$ cat src/rtl/fpadd_writeback.sv
// Floating-point adder writeback queue.
//
// Takes results from the FP adder in its internal {exc[1:0], sign, exp, mant} form,
// converts them to IEEE-754 encoding at push time (SP results are NaN-boxed into 64 bits),
// buffers them in a DEPTH-entry FIFO and presents the head entry to the register file.
// Exception flags travel with each entry and are accumulated into the sticky FFLAGS
// register only when that entry retires.
//
// Parameters:
//   DEPTH  result FIFO entries (power of two, 2..16)
//   TAG_W  destination-register tag width
//
// Ports:
//   CLK, RST                 clock; synchronous active-high reset
//   IN_VALID / IN_READY      adder-side handshake
//   IN_RESULT[65:0]          adder result; SP results occupy [33:0]
//   IN_SP_DP                 1 = single precision, 0 = double precision
//   IN_INVALID/OVERFLOW/UNDERFLOW/INEXACT   adder exception flags
//   IN_TAG                   destination tag
//   OUT_VALID / OUT_READY    register-file-side handshake
//   OUT_DATA[63:0]           IEEE-754 result of head entry
//   OUT_TAG, OUT_SP_DP       head entry's tag and precision
//   FFLAGS[4:0]              sticky {NV, DZ, OF, UF, NX}; DZ is never set by an adder
//   FFLAGS_CLR               clear sticky flags (same-edge retirement still sets)
//   OCCUPANCY                number of valid entries
//
// Optional feature: define FPADD_WB_BYPASS_EN to forward a result combinationally to
// OUT_* when the FIFO is empty and the register file is ready; the entry is then
// retired immediately and never written into storage.

module fpadd_writeback #(
  parameter int unsigned DEPTH = 4,
  parameter int unsigned TAG_W = 5
) (
  input  logic                       CLK,
  input  logic                       RST,
  input  logic                       IN_VALID,
  output logic                       IN_READY,
  input  logic [65:0]                IN_RESULT,
  input  logic                       IN_SP_DP,
  input  logic                       IN_INVALID,
  input  logic                       IN_OVERFLOW,
  input  logic                       IN_UNDERFLOW,
  input  logic                       IN_INEXACT,
  input  logic [TAG_W-1:0]           IN_TAG,
  output logic                       OUT_VALID,
  input  logic                       OUT_READY,
  output logic [63:0]                OUT_DATA,
  output logic [TAG_W-1:0]           OUT_TAG,
  output logic                       OUT_SP_DP,
  output logic [4:0]                 FFLAGS,
  input  logic                       FFLAGS_CLR,
  output logic [$clog2(DEPTH):0]     OCCUPANCY
);

  localparam int unsigned PtrW = $clog2(DEPTH);
  localparam int unsigned OccW = PtrW + 1;
  localparam logic [OccW-1:0] OccFull = OccW'(DEPTH);

  // Flag nibble order inside an entry: {NV, OF, UF, NX}.
  logic [63:0]      data_q  [DEPTH];
  logic [TAG_W-1:0] tag_q   [DEPTH];
  logic             sp_dp_q [DEPTH];
  logic [3:0]       flags_q [DEPTH];

  logic [PtrW-1:0]  wr_ptr_q, wr_ptr_d;
  logic [PtrW-1:0]  rd_ptr_q, rd_ptr_d;
  logic [OccW-1:0]  occ_q, occ_d;
  logic [4:0]       fflags_q, fflags_d;

  logic [63:0]      conv_data;
  logic [3:0]       in_flags;
  logic [3:0]       ret_flags;
  logic             fifo_empty;
  logic             bypass;
  logic             push;
  logic             pop;
  logic             retire;

  // ---------------------------------------------------------------------------
  // Result conversion to IEEE-754
  // ---------------------------------------------------------------------------
  always_comb begin
    conv_data = 64'h0;
    if (IN_SP_DP) begin
      unique case (IN_RESULT[33:32])
        2'b00:   conv_data = {32'hFFFF_FFFF, IN_RESULT[31], 31'h0};
        2'b01:   conv_data = {32'hFFFF_FFFF, IN_RESULT[31:0]};
        2'b10:   conv_data = {32'hFFFF_FFFF, IN_RESULT[31], 8'hFF, 23'h0};
        default: conv_data = {32'hFFFF_FFFF, 32'h7FC0_0000};
      endcase
    end else begin
      unique case (IN_RESULT[65:64])
        2'b00:   conv_data = {IN_RESULT[63], 63'h0};
        2'b01:   conv_data = IN_RESULT[63:0];
        2'b10:   conv_data = {IN_RESULT[63], 11'h7FF, 52'h0};
        default: conv_data = 64'h7FF8_0000_0000_0000;
      endcase
    end
  end

  assign in_flags   = {IN_INVALID, IN_OVERFLOW, IN_UNDERFLOW, IN_INEXACT};
  assign fifo_empty = (occ_q == '0);

  // IN_READY depends on registered occupancy only, never on OUT_READY.
  assign IN_READY = (occ_q != OccFull);

  // ---------------------------------------------------------------------------
  // Output selection and handshake decode
  // ---------------------------------------------------------------------------
`ifdef FPADD_WB_BYPASS_EN
  assign bypass = fifo_empty && IN_VALID && OUT_READY;

  always_comb begin
    if (bypass) begin
      OUT_VALID = 1'b1;
      OUT_DATA  = conv_data;
      OUT_TAG   = IN_TAG;
      OUT_SP_DP = IN_SP_DP;
      ret_flags = in_flags;
    end else begin
      OUT_VALID = !fifo_empty;
      OUT_DATA  = data_q[rd_ptr_q];
      OUT_TAG   = tag_q[rd_ptr_q];
      OUT_SP_DP = sp_dp_q[rd_ptr_q];
      ret_flags = flags_q[rd_ptr_q];
    end
  end
`else
  assign bypass    = 1'b0;
  assign OUT_VALID = !fifo_empty;
  assign OUT_DATA  = data_q[rd_ptr_q];
  assign OUT_TAG   = tag_q[rd_ptr_q];
  assign OUT_SP_DP = sp_dp_q[rd_ptr_q];
  assign ret_flags = flags_q[rd_ptr_q];
`endif

  // A bypassed entry retires without touching storage or pointers.
  assign push   = IN_VALID && IN_READY && !bypass;
  assign pop    = OUT_VALID && OUT_READY && !bypass;
  assign retire = pop || bypass;

  // ---------------------------------------------------------------------------
  // Next-state logic
  // ---------------------------------------------------------------------------
  always_comb begin
    wr_ptr_d = push ? wr_ptr_q + PtrW'(1) : wr_ptr_q;
    rd_ptr_d = pop  ? rd_ptr_q + PtrW'(1) : rd_ptr_q;

    occ_d = occ_q;
    unique case ({push, pop})
      2'b10:   occ_d = occ_q + OccW'(1);
      2'b01:   occ_d = occ_q - OccW'(1);
      default: occ_d = occ_q;
    endcase

    // Clear first, then OR in the flags of the entry retiring on this edge.
    fflags_d = FFLAGS_CLR ? 5'b0 : fflags_q;
    if (retire) begin
      fflags_d = fflags_d | {ret_flags[3], 1'b0, ret_flags[2], ret_flags[1], ret_flags[0]};
    end
    fflags_d[3] = 1'b0;
  end

  // ---------------------------------------------------------------------------
  // State
  // ---------------------------------------------------------------------------
  always_ff @(posedge CLK) begin
    if (RST) begin
      wr_ptr_q <= '0;
      rd_ptr_q <= '0;
      occ_q    <= '0;
      fflags_q <= '0;
      // Storage is cleared so the idle head reads back as zero after reset.
      for (int i = 0; i < DEPTH; i++) begin
        data_q[i]  <= '0;
        tag_q[i]   <= '0;
        sp_dp_q[i] <= 1'b0;
        flags_q[i] <= '0;
      end
    end else begin
      wr_ptr_q <= wr_ptr_d;
      rd_ptr_q <= rd_ptr_d;
      occ_q    <= occ_d;
      fflags_q <= fflags_d;
      if (push) begin
        data_q[wr_ptr_q]  <= conv_data;
        tag_q[wr_ptr_q]   <= IN_TAG;
        sp_dp_q[wr_ptr_q] <= IN_SP_DP;
        flags_q[wr_ptr_q] <= in_flags;
      end
    end
  end

  assign FFLAGS    = fflags_q;
  assign OCCUPANCY = occ_q;

endmodule

$ cat config.mk
export PLATFORM = sky130hd
export DESIGN_NAME = fpadd_writeback
export DESIGN_NICKNAME = d
export VERILOG_FILES = /design/src/rtl/fpadd_writeback.sv
export SDC_FILE = /design/constraint.sdc
export NUM_CORES = 1
export LEC_CHECK = 0
export ABC_CLOCK_PERIOD_IN_PS = 4550
export BUFFER_PORTS_ARGS = -buffer_cell sky130_fd_sc_hd__buf_2
export CAP_MARGIN = 20
export CORE_MARGIN = 1
export CORE_UTILIZATION = 58
export CTS_CLUSTER_DIAMETER = 200
export CTS_CLUSTER_SIZE = 24
export DETAILED_ROUTE_END_ITERATION = 8
export PLACE_DENSITY = 0.9
export SLEW_MARGIN = 10
export SYNTH_ARGS = -nofsm -noshare
export SYNTH_HDL_FRONTEND = slang
export SYNTH_SLANG_ARGS = --single-unit
$ cat constraint.sdc
create_clock -name CLK -period 4.55 [get_ports CLK]
set_clock_uncertainty 0.05 [all_clocks]
set_input_delay 0.455 -clock CLK [delete_from_list [all_inputs] [get_ports CLK]]
set_output_delay 0.455 -clock CLK [all_outputs]
set_load 0.01 [all_outputs]
==> impl_results.md, run 1 <==
* DP Wirelength at 17.6 mm
* Placer Congestion at 0.790
* Sequential fraction of the synthesis area at 68.1%
* Fillcell total at 1,475
* DRC at 0
* Critical Path End Type: output pin
* Fin crit period at 2.96 ns
* Share of cells above drive strength 1 at 31.1%
* Grt total ovfl at 0
* Final setup vio count at 0
* Leak at 5.59 nW
* Max Clk Rate at 338 MHz
* Synth Register Bits at between 300 and 400
* Die height at roughly 150 um
* Synth area leaders: edfxtp_1 (66%), mux4_2 (12%), nor2_1 (4.6%), nor3_1 (2.5%), dfxtp_1 (1.9%)
* Clk Latency, worst-skew pair at between 0.4 and 0.5 ns
* Cell taking the most area after synthesis: edfxtp_1
* Max-Cap Viols at 0
* # clock sinks at 309
* Status: completed
* Clk pwr share at 22.9%
* Pin count of the biggest net entering global routing at 75
* Setup Fix Bufs, Post-CTS at 0
* Distinct cells, synth at 44
* Avg WL per Cell at 23.0 um
* CTS clk-pin slew, worst paths at 0.10 ns
* Ys Warns at 0
* Final net count at 1,109
* Cell count after placement at 1,291
* Switching part of the total power at 28.6%
* Worst Path Max Fanout at between 50 and 60
* Crit Path Class: flop to output pin
* Initial Utilization at 59.2%
* Total Wirelength at between 30 and 40 mm
* Worst Hold Class: input pin to flop
* CP arrival at 2.45 ns
* Gate Count Post-Synth at approximately 900
* Root Buffer Master: clkbuf_16
* Crit path buf inv count at 2
* Post-synth EDFFs at 296
* CTS tree: done
* Synth Flop Type: edfxtp_1
* Worst path cell trace: buf_12 > mux4_2 > buf_2
* Finished Layout Cells at between 1k and 1.5k
* Sum of negative setup slack at 0 ns
* Dpl ws at 1.30 ns
* Area after DPL at 14,400 sq um
* Max incr delay on CP at 0.70 ns
* Worst setup SP type: flop
* First-pass GRT wire length at ~46 mm
* Critical path's slowest cell: dfxtp_4
* Final Hold Fails at 0
* Syn avg cell area at 15.0 sq um
* Area Overhead vs Synth at 11.2%
* RSZ-0062 raised after global routing: no
* Total CTS buffers at 16
* Top-area cell type share of the netlist area at approximately two thirds
* Period utilisation layout at roughly two thirds
* Die X at ~150 um
* H-tree depth at 1
* First DRT Iteration DRCs at 1,115
* Core area at 22,700 sq um
* I/O Buffers at 159
* Post-route ant nets at 0
* Ys async rst share at 0%
* Slew @ Worst Pin at 1.12 ns
* DR pass1 iterations at 6
* Die ar. at 23,800 sq um
* Post-synth top cells: edfxtp_1 (296), nor2_1 (163), mux4_2 (74)
* Peak VDD IR at between 0.3 and 0.4 mV
* Design area at 14,900 sq um
* Vias at roughly 8.3k
* Cell Pwr Density at 457 nW/um^2
* Cts hold-fix bufs at 0
* Cell area after synthesis at 13,400 sq um
* Syn nets at 979
* Vias/cell at 6.25
* Pint at 4.88 mW
* P_sw at around 2.0 mW
* Slew headroom at 25.6%
* Worst path top cell family by delay: flip-flops
* Comb pwr share at around a quarter
* # resized after CTS at 0
* Ports at ~160
* Worst setup margin at 1.59 ns
* Antenna violations before repair at 1
* Clock buffer depth at 3
* Most frequent cell after synthesis: edfxtp_1
* Slew Limit Fails at 0
* Num rows at between 50 and 60
* Overall Power at 6.83 mW
* GR Util All Layers at 25.5%
* Critical Path RT at 4.05 ns
* Vias in the first global route at 8,035
* Sequential Power Share at 52.6%
## cell usage in the layout (no fill, tap or decap), drive strengths merged, types with 6 or more instances in the layout
cell	n
clkbuf	27
and2	36
nor2b	9
dfxtp	13
edfxtp	296
inv	35
nor2	202
buf	177
a21oi	42
nor3	67
nand2	6
a2bb2oi	8
mux4	74
## cell type report
| cell class | count | area (sq um) | area share, % |
|---|---|---|---|
| sequential | 309 | 9160 | 61.3 |
| multi-input combinational | 486 | 3830 | 25.6 |
| clock buffer | 27 | 463 | 3.10 |
| tap | 285 | 357 | 2.39 |
| inverter | 36 | 135 | 0.905 |
| timing repair buffer | 177 | 988 | 6.62 |
| clock inverter | 1 | 5.00 | 0.0335 |
| antenna | 1 | 2.50 | 0.0168 |
## state kept, by name (all words and copies together) (netlist names), named ones only
signal,flops
data_q,256
tag_q,20
sp_dp_q,4
wr_ptr_q,2
OCCUPANCY,3
FFLAGS,4
rd_ptr_q,2
flags_q,16
## per-layer routing
metal  vias to the layer above  track usage, %  wire length (um)
li1                       3575               -                 -
met1                      4070            36.7             11100
met2                       588            42.4             15600
met3                        36            3.05              3230
met4                         0            5.90               546
met5                         -               0                 0
## per-stage QoR
| stage | hold slack (ns) | util (%) |
|---|---|---|
| after floorplan | 0.416 | - |
| after global placement | 0.410 | 63.5 |
| after detailed placement | 0.425 | 63.5 |
| after CTS | 0.143 | 65.5 |
| after global routing | 0.154 | 65.8 |
| final | 0.156 | 65.8 |
## final timing paths
path | from | to | slack, ns | cells past startpoint
worst min-delay path | FFLAGS_CLR | FFLAGS[0] | 0.16 | 2
worst max-delay path | flop | OUT_DATA[25] | 1.59 | 3
worst min register to register | FFLAGS[1] | FFLAGS[1] | 0.44 | 2
worst max register to register | OCCUPANCY[0] | flags_q[2][2] | 1.63 | 5
## power by group through the flow
| stage | clock (mW) | combinational, mW | sequential, mW |
|---|---|---|---|
| finish | 1.56 | 1.67 | 3.59 |
| global route | 1.64 | 1.78 | 3.62 |
| CTS | 1.56 | 1.66 | 3.59 |
| detailed placement | 0 | 1.65 | 3.65 |
| global placement | 0 | 1.63 | 3.63 |
| floorplan | 0 | 1.18 | 3.53 |
## logic make-up (layout without fill, tap and decap cells)
kind of cell / count (synthesis) / count (layout) / share of synthesized area [%]
simple gates: 339 / 339 / 12.1
compound gates: 66 / 66 / 3.03
fa+ha+maj: 2 / 2 / 0.242
mux: 74 / 74 / 12.4
other cells: 1 / 2 / 0.0279
xor+xnor: 4 / 4 / 0.261
buf+inv: 101 / 241 / 3.81
flops: 309 / 309 / 68.1
(Power assumes the default switching activity.)
==> inputs of run 2 (changes only) <==
ABC_CLOCK_PERIOD_IN_PS = 2600   (was 4550)
CORE_UTILIZATION = 53   (was 58)
PLACE_DENSITY = 0.87   (was 0.9)
clock period = 2.6 ns   (was 4.55 ns; I/O delays follow)
==> impl_results.md, run 2 (synthesis results as in run 1) <==
* Critical Path End Type: flop (was output pin)
* Antenna violations before repair at 1 (unchanged)
* Initial Utilization at 54.6% (was 59.2%)
* Period utilisation layout at between 90% and 100%
* DR pass1 iterations at 5 (was 6)
* Max reg flops at 256 (unchanged)
* Core area at 24,600 sq um (was 22,700 sq um)
* Status: completed (unchanged)
* Final net count at 1,128 (was 1,109)
* GR Util All Layers at 22.9% (was 25.5%)
* Final setup vio count at 0 (unchanged)
* Total Wirelength at 29.4 mm (was 30.5 mm)
* Leak at 5.73 nW (was 5.59 nW)
* Peak VDD IR at 0.416 mV (was 0.391 mV)
* Num rows at 57 (was 55)
* Final Hold Fails at 0 (unchanged)
* Fillcell total at 1,766 (was 1,475)
* Vias at 8,064 (was 8,269)
* Total CTS buffers at 16 (unchanged)
* Root Buffer Master: clkbuf_16 (unchanged)
* CTS tree: done (unchanged)
* Fin crit period at 2.44 ns
* Slew @ Worst Pin at 0.821 ns (was 1.12 ns)
* Die ar. at 26,000 sq um (was 23,800 sq um)
* CP arrival at 2.80 ns (was 2.45 ns)
* # clock sinks at 309 (unchanged)
* First-pass GRT wire length at 45.1 mm (was 45.8 mm)
* Most common cell after layout, fill and taps aside: edfxtp_1 (unchanged)
* Largest register by flop count: data_q (unchanged)
* Grt total ovfl at 0 (unchanged)
* Cell count after placement at 1,346 (was 1,291)
* Worst setup SP type: flop (unchanged)
* Worst path top cell family by delay: simple AND/OR/NAND/NOR gates (was flip-flops)
* Worst Hold Class: input pin to flop (unchanged)
* Area after DPL at 14,700 sq um (was 14,400 sq um)
* Placer Congestion at 0.817 (was 0.790)
* Worst setup margin at 0.162 ns (was 1.59 ns)
* Ports at 161 (unchanged)
* Clk Latency, worst-skew pair at 0.49 ns (about the same)
* DRC at 0 (unchanged)
* Vias in the first global route at 8,210 (was 8,035)
* Biggest regs: data_q: 256 flops, tag_q: 20 flops, flags_q: 16 flops (unchanged)
* Design area at 15,200 sq um (was 14,900 sq um)
* Cell Pwr Density at 788 nW/um^2 (was 457 nW/um^2)
* Post-route ant nets at 0 (unchanged)
* Slew Limit Fails at 0 (unchanged)
* DP Wirelength at 18.1 mm (was 17.6 mm)
* CTS clk-pin slew, worst paths at 0.10 ns (about the same)
* Clock buffer depth at 3 (unchanged)
* Area Overhead vs Synth at 13.5% (was 11.2%)
* Most frequent cells in the layout: edfxtp_1 (296), nor2_1 (163), buf_2 (159), mux4_2 (74), nor3_1 (67) (unchanged)
* Finished Layout Cells at 1,380 (was 1,322)
* Crit path buf inv count at 2 (unchanged)
* Share of cells above drive strength 1 at 32.3% (was 31.1%)
* Critical path's slowest cell: dfxtp_1 (was dfxtp_4)
* Avg WL per Cell at 21.3 um (was 23.0 um)
* I/O Buffers at 159 (unchanged)
* Die height at 161 um (was 154 um)
* Slew headroom at 45.3% (was 25.6%)
* Hold WS at 0.0238 ns (was 0.156 ns)
* First DRT Iteration DRCs at 764 (was 1,115)
* H-tree depth at 1 (unchanged)
* Reg-to-reg setup timing slack at 0.16 ns (was 1.63 ns)
* Pin count of the biggest net entering global routing at 89 (was 75)
* Max Clk Rate at 410 MHz
* Die X at 161 um (was 154 um)
* Worst path cell trace: nor3b_4 > inv_2 > nand2_1 > ha_1 > inv_1 > fa_1 > xor2_1 > or3_1 > a21oi_1 (was buf_12 > mux4_2 > buf_2)
* Critical Path RT at 2.97 ns (was 4.05 ns)
* Max incr delay on CP at 0.44 ns (was 0.70 ns)
* Vias/cell at 5.84 (was 6.25)
* Worst Path Max Fanout at 7 (was 51)
* Dpl ws at 0.112 ns (was 1.30 ns)
* Crit Path Class: flop to flop (was flop to output pin)
* Max-Cap Viols at 0 (unchanged)
* Sum of negative setup slack at 0 ns (unchanged)
## run 2: changes by cell type in the layout (fill, tap and decap cells not counted), sizes merged
| cell | change |
|---|---|
| buf | +18 |
| dlygate4sd3 | +1 |
## run 2: layout make-up
| type | count | area (sq um) | area share (%) |
|---|---|---|---|
| tap | 324 | 405 | 2.66 |
| multi-input combinational | 486 | 3830 | 25.1 |
| antenna | 1 | 2.50 | 0.0164 |
| clock buffer | 27 | 463 | 3.04 |
| timing repair buffer | 196 | 1250 | 8.21 |
| sequential | 309 | 9160 | 60.1 |
| clock inverter | 1 | 5.00 | 0.0328 |
| inverter | 36 | 135 | 0.886 |
## run 2: per-layer routing
metal	GRT usage [%]	up-vias	part of all wire [%]
met5	0	-	0
met4	5.87	0	1.5
met3	3.67	35	8.7
met2	39.2	393	51
met1	30.6	4031	38
li1	-	3605	-
## run 2: worst paths after layout
path,startpoint,endpoint,depth (start not counted)
setup / recovery,OCCUPANCY[2],OCCUPANCY[2],9
hold / removal,IN_TAG[0],tag_q[0][0],2
setup reg to reg,OCCUPANCY[2],OCCUPANCY[2],9
hold reg to reg,FFLAGS[1],FFLAGS[1],2
## run 2: through the flow
stage / power [mW] / util (%)
after floorplan: 8.23 / -
after global placement: 9.31 / 59.9
after detailed placement: 9.40 / 59.9
after CTS: 12.1 / 61.8
after global routing: 12.5 / 62.0
final: 12.0 / 62.0
## run 2: what timing repair did
item / CTS / global route
gates resized for setup: 0 / 1
setup buffers: 0 / 4
hold buffers: 1 / 0
setup endpoints to repair: 0 / 1
hold endpoints to repair: 3 / 0
## run 2: power breakdown
group / internal [mW] / leakage (nW) / switching, mW
logic: 1.45 / 2.32 / 1.71
clock network: 1.23 / 0.225 / 1.49
registers: 5.93 / 3.18 / 0.191
total: 8.62 / 5.73 / 3.39
